### config.mk
export PLATFORM = sky130hd
export DESIGN_NAME = shop_cmd_arbiter_flat
export DESIGN_NICKNAME = d
export VERILOG_FILES = /design/src/rtl/shop_cmd_arbiter_if.sv /design/src/rtl/shop_cmd_arbiter.sv /design/src/flat_wrapper.sv
export SDC_FILE = /design/constraint.sdc
export NUM_CORES = 1
export LEC_CHECK = 0
export ABC_AREA = 1
export CAP_MARGIN = 20
export CORE_AREA = 2 2 180 182
export DETAILED_ROUTE_END_ITERATION = 12
export DIE_AREA = 0 0 182 184
export PLACE_DENSITY = 0.68
export RECOVER_POWER = 50
export SLEW_MARGIN = 20
export SYNTH_ARGS = -nofsm -noshare
export SYNTH_HDL_FRONTEND = slang
export SYNTH_SLANG_ARGS = --single-unit
### constraint.sdc
create_clock -name i_clk -period 2.66 [get_ports i_clk]
set_input_delay 0.399 -clock i_clk [delete_from_list [all_inputs] [get_ports i_clk]]
set_output_delay 0.399 -clock i_clk [all_outputs]
set_load 0.03 [all_outputs]
### src/rtl/shop_cmd_arbiter_if.sv
// Terminal request/ack bus and shop_v command port shared by shop_cmd_arbiter and its environment.
// master: terminals and shop drive the i_* side; slave: the arbiter drives the o_* side.
interface shop_cmd_arbiter_if #(
    parameter int NUM_REQ             = 4,
    parameter int I_U_NUM_BITS        = 4,
    parameter int I_A_NUM_ASCII_CHARS = 7,
    parameter int O_A_NUM_ASCII_CHARS = 9
);
    logic [NUM_REQ-1:0]                     i_req;
    logic [NUM_REQ*I_U_NUM_BITS-1:0]        i_req_u;
    logic [NUM_REQ*I_A_NUM_ASCII_CHARS*8-1:0] i_req_a;
    logic [NUM_REQ-1:0]                     o_ack;
    logic [O_A_NUM_ASCII_CHARS*8-1:0]       o_rsp_a;
    logic [2:0]                             o_rsp_id;
    logic                                   o_busy;
    logic                                   o_shop_rdy;
    logic [I_U_NUM_BITS-1:0]                o_shop_u;
    logic [I_A_NUM_ASCII_CHARS*8-1:0]       o_shop_a;
    logic [O_A_NUM_ASCII_CHARS*8-1:0]       i_shop_a;

    modport master (
        output i_req, i_req_u, i_req_a, i_shop_a,
        input  o_ack, o_rsp_a, o_rsp_id, o_busy, o_shop_rdy, o_shop_u, o_shop_a
    );

    modport slave (
        input  i_req, i_req_u, i_req_a, i_shop_a,
        output o_ack, o_rsp_a, o_rsp_id, o_busy, o_shop_rdy, o_shop_u, o_shop_a
    );
endinterface

### src/rtl/shop_cmd_arbiter.sv
// Round-robin arbiter sequencing NUM_REQ terminals onto one shop_v command port.
// Optional macro SHOP_ARB_CMD_FILTER_EN answers unknown commands with "BadCmd" without strobing the shop.
module shop_cmd_arbiter #(
    parameter int NUM_REQ             = 4,
    parameter int I_U_NUM_BITS        = 4,
    parameter int I_A_NUM_ASCII_CHARS = 7,
    parameter int O_A_NUM_ASCII_CHARS = 9,
    parameter int RESP_WAIT           = 3
) (
    input  logic               i_clk,
    input  logic               i_reset_n,
    shop_cmd_arbiter_if.slave  bus
);
    localparam int CMD_W = 8 * I_A_NUM_ASCII_CHARS;
    localparam int RSP_W = 8 * O_A_NUM_ASCII_CHARS;
    localparam int IDX_W = (NUM_REQ > 1) ? $clog2(NUM_REQ) : 1;
    localparam int CNT_W = $clog2(RESP_WAIT + 1);

    typedef enum logic [2:0] {IDLE, SETUP, STROBE, WAIT, RESP} state_t;

    state_t                  state_q, state_d;
    logic [IDX_W-1:0]        rr_q, rr_d;
    logic [IDX_W-1:0]        grant_q, grant_d;
    logic [CNT_W-1:0]        cnt_q, cnt_d;
    logic [I_U_NUM_BITS-1:0] shop_u_q, shop_u_d;
    logic [CMD_W-1:0]        shop_a_q, shop_a_d;
    logic                    shop_rdy_q, shop_rdy_d;
    logic                    busy_q, busy_d;
    logic [NUM_REQ-1:0]      ack_q, ack_d;
    logic [RSP_W-1:0]        rsp_a_q, rsp_a_d;
    logic [2:0]              rsp_id_q, rsp_id_d;
`ifdef SHOP_ARB_CMD_FILTER_EN
    logic                    bad_q, bad_d;
`endif

    logic                    pick_found;
    logic [IDX_W-1:0]        pick_idx;
    logic [IDX_W:0]          scan_idx;
    logic [CMD_W-1:0]        pick_a;
    logic [I_U_NUM_BITS-1:0] pick_u;

`ifdef SHOP_ARB_CMD_FILTER_EN
    function automatic logic cmd_is_key(input logic [CMD_W-1:0] c);
        return (c == CMD_W'("Logout"))  || (c == CMD_W'("Login"))   ||
               (c == CMD_W'("AddUsr"))  || (c == CMD_W'("DelUsr"))  ||
               (c == CMD_W'("AddItem")) || (c == CMD_W'("DelItem")) ||
               (c == CMD_W'("Buy"));
    endfunction
`endif

    // First requesting terminal at or above the rr pointer, wrapping past NUM_REQ-1.
    always_comb begin
        pick_found = 1'b0;
        pick_idx   = '0;
        scan_idx   = '0;
        for (int i = 0; i < NUM_REQ; i++) begin
            scan_idx = {1'b0, rr_q} + (IDX_W+1)'(i);
            if (scan_idx >= (IDX_W+1)'(NUM_REQ)) begin
                scan_idx = scan_idx - (IDX_W+1)'(NUM_REQ);
            end
            if (!pick_found && bus.i_req[scan_idx[IDX_W-1:0]]) begin
                pick_found = 1'b1;
                pick_idx   = scan_idx[IDX_W-1:0];
            end
        end
        pick_u = bus.i_req_u[int'(pick_idx)*I_U_NUM_BITS +: I_U_NUM_BITS];
        pick_a = bus.i_req_a[int'(pick_idx)*CMD_W +: CMD_W];
    end

    always_comb begin
        state_d    = state_q;
        rr_d       = rr_q;
        grant_d    = grant_q;
        cnt_d      = cnt_q;
        shop_u_d   = shop_u_q;
        shop_a_d   = shop_a_q;
        shop_rdy_d = 1'b0;
        ack_d      = '0;
        rsp_a_d    = rsp_a_q;
        rsp_id_d   = rsp_id_q;
`ifdef SHOP_ARB_CMD_FILTER_EN
        bad_d      = bad_q;
`endif
        unique case (state_q)
            IDLE: begin
                // A pending ack marks the first IDLE cycle; holding off here stops the acked terminal being regranted.
                if (pick_found && (ack_q == '0)) begin
                    grant_d  = pick_idx;
                    rr_d     = (pick_idx == IDX_W'(NUM_REQ-1)) ? '0 : pick_idx + IDX_W'(1);
                    shop_u_d = pick_u;
                    shop_a_d = pick_a;
`ifdef SHOP_ARB_CMD_FILTER_EN
                    bad_d    = !cmd_is_key(pick_a);
                    state_d  = cmd_is_key(pick_a) ? SETUP : RESP;
`else
                    state_d  = SETUP;
`endif
                end
            end
            SETUP: begin
                state_d = STROBE;
            end
            STROBE: begin
                shop_rdy_d = 1'b1;
                cnt_d      = CNT_W'(RESP_WAIT);
                state_d    = WAIT;
            end
            WAIT: begin
                cnt_d = cnt_q - CNT_W'(1);
                if (cnt_q == CNT_W'(1)) begin
                    state_d = RESP;
                end
            end
            RESP: begin
                ack_d    = NUM_REQ'(1) << grant_q;
                rsp_id_d = 3'(grant_q);
`ifdef SHOP_ARB_CMD_FILTER_EN
                rsp_a_d  = bad_q ? RSP_W'("BadCmd") : bus.i_shop_a;
`else
                rsp_a_d  = bus.i_shop_a;
`endif
                state_d  = IDLE;
            end
            default: begin
                state_d = IDLE;
            end
        endcase
        busy_d = (state_d != IDLE);
    end

    always_ff @(posedge i_clk or negedge i_reset_n) begin
        if (!i_reset_n) begin
            state_q    <= IDLE;
            rr_q       <= '0;
            grant_q    <= '0;
            cnt_q      <= '0;
            shop_u_q   <= '0;
            shop_a_q   <= '0;
            shop_rdy_q <= 1'b0;
            busy_q     <= 1'b0;
            ack_q      <= '0;
            rsp_a_q    <= '0;
            rsp_id_q   <= '0;
`ifdef SHOP_ARB_CMD_FILTER_EN
            bad_q      <= 1'b0;
`endif
        end else begin
            state_q    <= state_d;
            rr_q       <= rr_d;
            grant_q    <= grant_d;
            cnt_q      <= cnt_d;
            shop_u_q   <= shop_u_d;
            shop_a_q   <= shop_a_d;
            shop_rdy_q <= shop_rdy_d;
            busy_q     <= busy_d;
            ack_q      <= ack_d;
            rsp_a_q    <= rsp_a_d;
            rsp_id_q   <= rsp_id_d;
`ifdef SHOP_ARB_CMD_FILTER_EN
            bad_q      <= bad_d;
`endif
        end
    end

    assign bus.o_ack      = ack_q;
    assign bus.o_rsp_a    = rsp_a_q;
    assign bus.o_rsp_id   = rsp_id_q;
    assign bus.o_busy     = busy_q;
    assign bus.o_shop_rdy = shop_rdy_q;
    assign bus.o_shop_u   = shop_u_q;
    assign bus.o_shop_a   = shop_a_q;
endmodule

### src/flat_wrapper.sv
// flat-port wrapper written by rule: the top's interface ports become plain ports
module shop_cmd_arbiter_flat 
#(
    parameter int NUM_REQ             = 4,
    parameter int I_U_NUM_BITS        = 4,
    parameter int I_A_NUM_ASCII_CHARS = 7,
    parameter int O_A_NUM_ASCII_CHARS = 9,
    parameter int RESP_WAIT           = 3
)
  (i_clk, i_reset_n, bus_i_req, bus_i_req_u, bus_i_req_a, bus_i_shop_a, bus_o_ack, bus_o_rsp_a, bus_o_rsp_id, bus_o_busy, bus_o_shop_rdy, bus_o_shop_u, bus_o_shop_a);
  shop_cmd_arbiter_if #(.NUM_REQ(NUM_REQ), .I_U_NUM_BITS(I_U_NUM_BITS), .I_A_NUM_ASCII_CHARS(I_A_NUM_ASCII_CHARS), .O_A_NUM_ASCII_CHARS(O_A_NUM_ASCII_CHARS)) bus_i ();
  input  logic i_clk;
  input  logic i_reset_n;
  input wire logic [$bits(bus_i.i_req)-1:0] bus_i_req;
  input wire logic [$bits(bus_i.i_req_u)-1:0] bus_i_req_u;
  input wire logic [$bits(bus_i.i_req_a)-1:0] bus_i_req_a;
  input wire logic [$bits(bus_i.i_shop_a)-1:0] bus_i_shop_a;
  output wire logic [$bits(bus_i.o_ack)-1:0] bus_o_ack;
  output wire logic [$bits(bus_i.o_rsp_a)-1:0] bus_o_rsp_a;
  output wire logic [$bits(bus_i.o_rsp_id)-1:0] bus_o_rsp_id;
  output wire logic [$bits(bus_i.o_busy)-1:0] bus_o_busy;
  output wire logic [$bits(bus_i.o_shop_rdy)-1:0] bus_o_shop_rdy;
  output wire logic [$bits(bus_i.o_shop_u)-1:0] bus_o_shop_u;
  output wire logic [$bits(bus_i.o_shop_a)-1:0] bus_o_shop_a;
  assign bus_i.i_req = bus_i_req;
  assign bus_i.i_req_u = bus_i_req_u;
  assign bus_i.i_req_a = bus_i_req_a;
  assign bus_i.i_shop_a = bus_i_shop_a;
  assign bus_o_ack = bus_i.o_ack;
  assign bus_o_rsp_a = bus_i.o_rsp_a;
  assign bus_o_rsp_id = bus_i.o_rsp_id;
  assign bus_o_busy = bus_i.o_busy;
  assign bus_o_shop_rdy = bus_i.o_shop_rdy;
  assign bus_o_shop_u = bus_i.o_shop_u;
  assign bus_o_shop_a = bus_i.o_shop_a;
  shop_cmd_arbiter #(.NUM_REQ(NUM_REQ), .I_U_NUM_BITS(I_U_NUM_BITS), .I_A_NUM_ASCII_CHARS(I_A_NUM_ASCII_CHARS), .O_A_NUM_ASCII_CHARS(O_A_NUM_ASCII_CHARS), .RESP_WAIT(RESP_WAIT)) u_core (.i_clk(i_clk), .i_reset_n(i_reset_n), .bus(bus_i));
endmodule
==> summary.md, run 1 <==
| Metric | Value |
|---|---|
| Core Footprint | `31,400 µm²` |
| Initial antenna violation count | `1` |
| Total CTS buffers | `17` |
| Crit-path leading delay family | `simple AND/OR/NAND/NOR gates` |
| Class of the worst hold path | `flip-flop to flip-flop` |
| Leak Pwr | `around 6.2 nW` |
| Seq pwr share | `21.2%` |
| Post-synth cell types | `29` |
| RSZ-0062 raised after global routing | `no` |
| CTS H-tree lvls | `4` |
| Crit end category | `flip-flop` |
| Area of the multi-input gates | `between 3000 and 4000 µm²` |
| Max Slew Vio Count | `59` |
| Net Sw Frac | `50.0%` |
| Later-pin clock latency in the skew report | `roughly 0.43 ns` |
| CTS tree | `yes` |
| Clock sinks | `149` |
| Int Power | `9.46 mW` |
| First-pass GRT wire length | `just under 50,000 µm` |
| Syn Area/Cell | `7.35 µm²` |
| Pwr Density | `1380 nW/µm²` |
| Tot GR Track Use | `19.0%` |
| Chip Width | `182 µm` |
| Area growth syn-to-layout | `69.9%` |
| Clock skew | `0.0220 ns` |
| Diode count | `0` |
| Clk pwr share | `13.1%` |
| Fin crit period | `2.36 ns` |
| Bufs on Longest Clock Path | `2` |
| CTS root buf | `clkbuf_16` |
| Setup bufs post-CTS | `0` |
| Mapped Area | `8080 µm²` |
| Most used cell, CP | `nand3_1` |
| Share of cells above drive strength 1 | `a little under 7%` |
| Failing checks | `capacitance limit, slew limit` |
| Worst-path clk slew | `0.07 ns` |
| Grt ovf | `0` |
| Routed WL | `32,500 µm` |
| PortBufs | `457` |
| Final core utilization | `roughly 44%` |
| Most frequent cells in the layout | `494 x nand2_1, 435 x clkdlybuf4s50_1, 285 x nand3_1, 149 x dfrtp_1, 22 x dlygate4sd3_1` |
| Setup TNS | `0 ns` |
| Crit path largest cell delay | `0.60 ns` |
| Startpoint Class | `flip-flop` |
| Mapped Cells | `~1.1k` |
| Worst-Margin Slew | `between 1.5 and 2 ns` |
| Synthesis Warnings | `0` |
| Status | `complete, but fails checks` |
| Syn Nets | `1,418` |
| Post-DP HPWL | `24,000 µm` |
| Largest net degree at the start of global routing | `75` |
| Residual DRC count | `0` |
| Number of I/O pins | `about 460` |
| DIE AREA | `33,500 µm²` |
| Initial DRC count | `608` |
| Relative slew slack | `-0.834%` |
| Hold buffer count at cts | `1` |
| # nets final | `1,846` |
| Psw | `9.44 mW` |
| Max Cap Viol | `1` |
| WL/cell | `16.8 µm` |
| Reg2reg setup slack | `0.30 ns` |
| Commonest non-fill, non-tap cell in the layout | `nand2_1` |
| Fill cell count | `3,128` |
| Required @ worst endpoint | `2.96 ns` |
| Seq/Total Area, Yosys | `46.2%` |
| Worst EP arrival | `2.66 ns` |
| F_max | `425 MHz` |
| CP Cell Sequence | `nand2_1 > nand3_1 > nand2_2 > nor2_8 > nand4_4 > buf_12 > buf_12 > nand3_1 > nand3_1 > nand3_1 > nand2_1` |
| GPL Wtd Cong | `between 0.8 and 0.9` |
| First-pass DRT Iterations | `6` |
| Setup-failing EPs final | `0` |
| Worst path bufs/invs | `2` |
| Critical path fanouts, max | `59` |
| Vias in the first global route | `8,898` |
| Logic pwr share | `65.7%` |
| Worst r2r path cells | `11` |
| Vias per cell | `between 4 and 5` |
| Post-route ant nets | `0` |
| Vert. Die Dim | `184 µm` |
| Final worst-path cycle share | `88.6%` |
| Synthesized flop and latch total | `~150` |
| Reg2reg end | `u_core.bus.o_shop_a[19]` |
| Peak supply drop | `roughly 850 µV` |
| Final hold vios | `0` |
| Critical Path End | `u_core.bus.o_shop_a[19]` |
| Initial core utilization | `25.7%` |
| # rows | `65` |
| FF+latch area | `about 3700 µm²` |
| Slowest stage cell, crit path | `dfrtp_1` |
| Vias | `about 9k` |
| Worst Path Class, Setup | `flip-flop to flip-flop` |
| Gates resized, CTS repair | `0` |
| Total stage count of the critical path | `11` |
==> cells in the mapped netlist, drive strengths merged <==
| library cell | instances | share of area [%] |
|---|---|---|
| nor3 | 2 | 0.12 |
| buf | 65 | 5.0 |
| nand4 | 1 | 0.15 |
| clkbuf | 17 | 0.79 |
| a31oi | 2 | 0.15 |
| nor4 | 1 | 0.15 |
| nand2 | 505 | 24 |
| nand3 | 306 | 20 |
| inv | 24 | 1.2 |
| ha | 1 | 0.15 |
| xnor2 | 1 | 0.11 |
| dfrtp | 149 | 46 |
| or2 | 2 | 0.15 |
| nor2 | 11 | 0.71 |
| conb | 1 | 0.046 |
| o21ai | 8 | 0.59 |
| a21oi | 3 | 0.33 |
==> per-layer routing <==
layer,part of all wire (%),global-route usage [%],up-vias
li1,-,-,4408
met1,41,23.5,4162
met2,50,33.3,353
met3,5.6,3.47,57
met4,2.6,6.52,0
met5,0,0,-
==> worst register-to-register path, cell delays in order (launching register included) <==
cell and delay, ns:
dfrtp_1 0.60, nand2_1 0.15, nand3_1 0.15, nand2_2 0.12, nor2_8 0.17, nand4_4 0.20
buf_12 0.27, buf_12 0.23, nand3_1 0.08, nand3_1 0.12, nand3_1 0.10, nand2_1 0.05
==> per-stage QoR <==
step	total power, mW	hold WS, ns	setup slack (ns)	instances	instance area [µm²]
final	18.9	0.467	0.304	1942	13700
after global routing	20.3	0.485	0.0963	1942	13700
after CTS	19.2	0.474	0.320	1942	13700
after detailed placement	16.6	0.417	0.0817	1909	13100
after global placement	16.5	0.415	0.0661	1909	13100
after floorplan	11.9	0.103	0.808	1099	8080
==> cells by family after synthesis <==
group	Yosys count	synth area share, %
buffers and inverters	106	6.96
other	1	0.0464
adders and majority gates	1	0.155
AOI/OAI and AO/OA	13	1.07
DFF	149	46.2
and+or+nand+nor	828	45.5
xor gates and xnor gates	1	0.108
==> flip-flops by register name (all words and copies together), names as in the netlist, named ones only <==
name                   cells
u_core.bus.o_rsp_a        72
u_core.bus.o_shop_a       56
u_core.bus.o_ack           4
u_core.bus.o_shop_u        4
u_core.state_q             3
u_core.bus.o_rsp_id        2
u_core.cnt_q               2
u_core.grant_q             2
u_core.bus.o_busy          1
u_core.bus.o_shop_rdy      1
u_core.rr_q                1
==> power by group through the flow <==
stage	Clock [mW]	Sequential, mW	Combinational (mW)
after global placement	0	4.00	12.5
after detailed placement	0	4.03	12.6
after CTS	2.56	4.01	12.6
after floorplan	0	5.98	5.94
final	2.49	4.00	12.4
after global routing	2.67	4.15	13.5
==> cell type report <==
cell class | instances | share of cell area, %
repair buffers | 491 | 36.4
multi-input cells | 844 | 27.8
flip-flops and latches | 149 | 27.2
well taps | 402 | 3.67
clock buffers | 18 | 3.13
clock inverters | 14 | 1.17
inverters | 24 | 0.693
==> how the worst min path moves through the flow <==
stage | slack, ns | startpoint | cells past startpoint | end
finish | 0.47 | u_core.bus.o_rsp_a[3] | 2 | u_core.bus.o_rsp_a[3]
global route | 0.48 | bus_i_shop_a[10] | 3 | u_core.bus.o_rsp_a[10]
CTS | 0.47 | u_core.bus.o_rsp_a[20] | 2 | u_core.bus.o_rsp_a[20]
detailed placement | 0.42 | i_reset_n | 1 | u_core.bus.o_rsp_a[18]
global placement | 0.42 | i_reset_n | 1 | u_core.bus.o_rsp_a[18]
floorplan | 0.10 | i_reset_n | 0 | async pin
Note: power is estimated with default switching activity, not from simulation.
==> run 2, diff against run 1 <==
--- a/config.mk
+++ b/config.mk
@@ -12,7 +12,7 @@
 export DIE_AREA = 0 0 182 184
 export PLACE_DENSITY = 0.68
 export RECOVER_POWER = 50
-export SLEW_MARGIN = 20
+export SLEW_MARGIN = 5
 export SYNTH_ARGS = -nofsm -noshare
 export SYNTH_HDL_FRONTEND = slang
 export SYNTH_SLANG_ARGS = --single-unit
==> results of run 2 <==
No change in the layout: final DEF, timing and power equal those of run 1.
==> run 3, diff against run 2 <==
--- a/config.mk
+++ b/config.mk
@@ -6,12 +6,15 @@
 export NUM_CORES = 1
 export LEC_CHECK = 0
 export ABC_AREA = 1
+export ABC_CLOCK_PERIOD_IN_PS = 2660
 export CAP_MARGIN = 20
 export CORE_AREA = 2 2 180 182
 export DETAILED_ROUTE_END_ITERATION = 12
 export DIE_AREA = 0 0 182 184
+export MAX_ROUTING_LAYER = met4
 export PLACE_DENSITY = 0.68
 export RECOVER_POWER = 50
+export SKIP_CTS_REPAIR_TIMING = 1
 export SLEW_MARGIN = 5
 export SYNTH_ARGS = -nofsm -noshare
 export SYNTH_HDL_FRONTEND = slang
==> summary.md, run 3 (synthesis gave the netlist of run 1 again) <==
| Metric | Value |
|---|---|
| Status | `complete, but fails checks` |
| Failing checks | `capacitance limit, slew limit` |
| Setup-failing EPs final | `0` |
| Residual DRC count | `0` |
| Crit end category | `flip-flop` |
| Startpoint Class | `flip-flop` |
| Pwr Density | `roughly 1400 nW/µm²` |
| Worst path bufs/invs | `2` |
| # rows | `65` |
| Reg2reg setup slack | `0.32 ns` |
| Core Footprint | `31,400 µm²` |
| Vias | `9,041` |
| Slowest stage cell, crit path | `dfrtp_1` |
| F_max | `427 MHz` |
| Crit path largest cell delay | `0.59 ns` |
| Place WS | `about 0.082 ns` |
| Initial DRC count | `610` |
| Most used cell, CP | `nand3_1` |
| Tot GR Track Use | `19.5%` |
| Bufs on Longest Clock Path | `2` |
| Critical path fanouts, max | `around 60` |
| Clock skew | `0.0183 ns` |
| CTS tree | `yes` |
| Dpl cell area | `13,100 µm²` |
| Number of I/O pins | `459` |
| Class of the worst hold path | `flip-flop to flip-flop` |
| Reg2reg end | `u_core.bus.o_shop_a[19]` |
| First-pass DRT Iterations | `5` |
| Post-DP HPWL | `24,000 µm` |
| CTS H-tree lvls | `4` |
| Worst-path clk slew | `approximately 0.07 ns` |
| Final hold vios | `0` |
| CP Cell Sequence | `nand2_1 > nand3_1 > nand2_2 > nor2_8 > nand4_4 > buf_12 > buf_12 > nand3_1 > nand3_1 > nand3_1 > nand2_1` |
| Design Area, Final | `13,700 µm²` |
| PortBufs | `457` |
| Area growth syn-to-layout | `69.9%` |
| Final worst-path cycle share | `between 80 and 90%` |
| Chip Width | `182 µm` |
| Leak Pwr | `roughly 6.2 nW` |
| Clock sinks | `149` |
| Final worst setup slack | `0.320 ns` |
| Initial antenna violation count | `1` |
| Most frequent cells in the layout | `494 x nand2_1, 435 x clkdlybuf4s50_1, 285 x nand3_1, 149 x dfrtp_1, 22 x dlygate4sd3_1` |
| Crit-path leading delay family | `simple AND/OR/NAND/NOR gates` |
| Largest net degree at the start of global routing | `75` |
| Peak supply drop | `~850 µV` |
| Grt ovf | `0` |
| Relative slew slack | `-1.39%` |
| Worst r2r path cells | `11` |
| Number of flip-flops in the largest register | `72` |
| Worst hold slack | `0.467 ns` |
| RSZ-0062 raised after global routing | `no` |
| Share of cells above drive strength 1 | `6.95%` |
| Setup TNS | `0 ns` |
| Later-pin clock latency in the skew report | `0.43 ns` |
| Area of the multi-input gates | `3810 µm²` |
| Vias per cell | `4.65` |
| Worst EP arrival | `2.65 ns` |
| Max Slew Vio Count | `59` |
| Routed WL | `32,500 µm` |
| GPL Wtd Cong | `0.867` |
| Required @ worst endpoint | `2.97 ns` |
| Commonest non-fill, non-tap cell in the layout | `nand2_1` |
| Hold depth | `2` |
| Total CTS buffers | `17` |
| First-pass GRT wire length | `between 40,000 and 50,000 µm` |
| Min-Delay Startpoint | `u_core.bus.o_rsp_a[12]` |
| Worst-Margin Slew | `1.52 ns` |
| Worst Path Class, Setup | `flip-flop to flip-flop` |
| Initial core utilization | `roughly 26%` |
| Post-route ant nets | `0` |
| Vias in the first global route | `8,926` |
| CTS root buf | `clkbuf_16` |
| # nets final | `1,846` |
| Overall Power | `~19 mW` |
| FF+latch area | `3730 µm²` |
| Fin crit period | `between 2 and 2.5 ns` |
| Hold endpoint | `u_core.bus.o_rsp_a[12]` |
| DIE AREA | `about 33,000 µm²` |
| Vert. Die Dim | `184 µm` |
| WL/cell | `16.7 µm` |
| Max Cap Viol | `1` |
| Fill cell count | `3,127` |
-- run 3: cell count changes in the layout (fill, tap and decap cells not counted) --
cell / previous run / this run
buf_2: 0 / 1
buf_4: 19 / 18
diode_2: 0 / 1
-- run 3: per-stage QoR --
step / utilization, % / instances
floorplan: - / 1099
global placement: 41.9 / 1909
detailed placement: 41.9 / 1909
CTS: 43.8 / 1941
global route: 43.7 / 1943
finish: 43.7 / 1943
-- run 3: how the worst max path moves through the flow --
stage               cells after the start                       to          from
finish                                 11  u_core.bus.o_shop_a[19]     flip-flop
global route                            3  u_core.bus.o_shop_a[39]     i_reset_n
CTS                                    11  u_core.bus.o_shop_a[19]     flip-flop
detailed placement                     13  u_core.bus.o_shop_a[19]  bus_i_req[3]
global placement                       12  u_core.bus.o_shop_a[19]  bus_i_req[0]
floorplan                              12  u_core.bus.o_shop_a[25]     flip-flop
-- run 3: worst reg2reg max path, stage by stage (launching register included) --
cell and delay [ns]:
dfrtp_1 0.59, nand2_1 0.15, nand3_1 0.15, nand2_2 0.12
nor2_8 0.17, nand4_4 0.20, buf_12 0.27, buf_12 0.22
nand3_1 0.08, nand3_1 0.12, nand3_1 0.10, nand2_1 0.05
-- run 3: where the power goes --
| group | internal (mW) | total, mW | switching, mW | leakage, nW |
|---|---|---|---|---|
| logic | 4.76 | 12.4 | 7.67 | 4.27 |
| registers | 3.36 | 4.00 | 0.639 | 1.67 |
| clock network | 1.34 | 2.49 | 1.15 | 0.287 |
-- run 3: cell type report --
type | instances | share of cell area, %
Sequential cell | 149 | 27.2
Inverter | 24 | 0.693
Multi-Input combinational cell | 844 | 27.8
Tap cell | 402 | 3.67
Clock inverter | 14 | 1.17
Timing Repair Buffer | 491 | 36.4
Clock buffer | 18 | 3.13
Antenna cell | 1 | 0.0182
-- run 3: metal layers --
layer  vias to the layer above  GRT usage [%]  share of wire, %  routed length, µm
met5                         -              -                 0                  0
met4                         0           6.61               2.6                859
met3                        53           2.99               5.5               1790
met2                       362           33.2                50              16400
met1                      4216           23.7                41              13500
li1                       4410              -                 -                  -
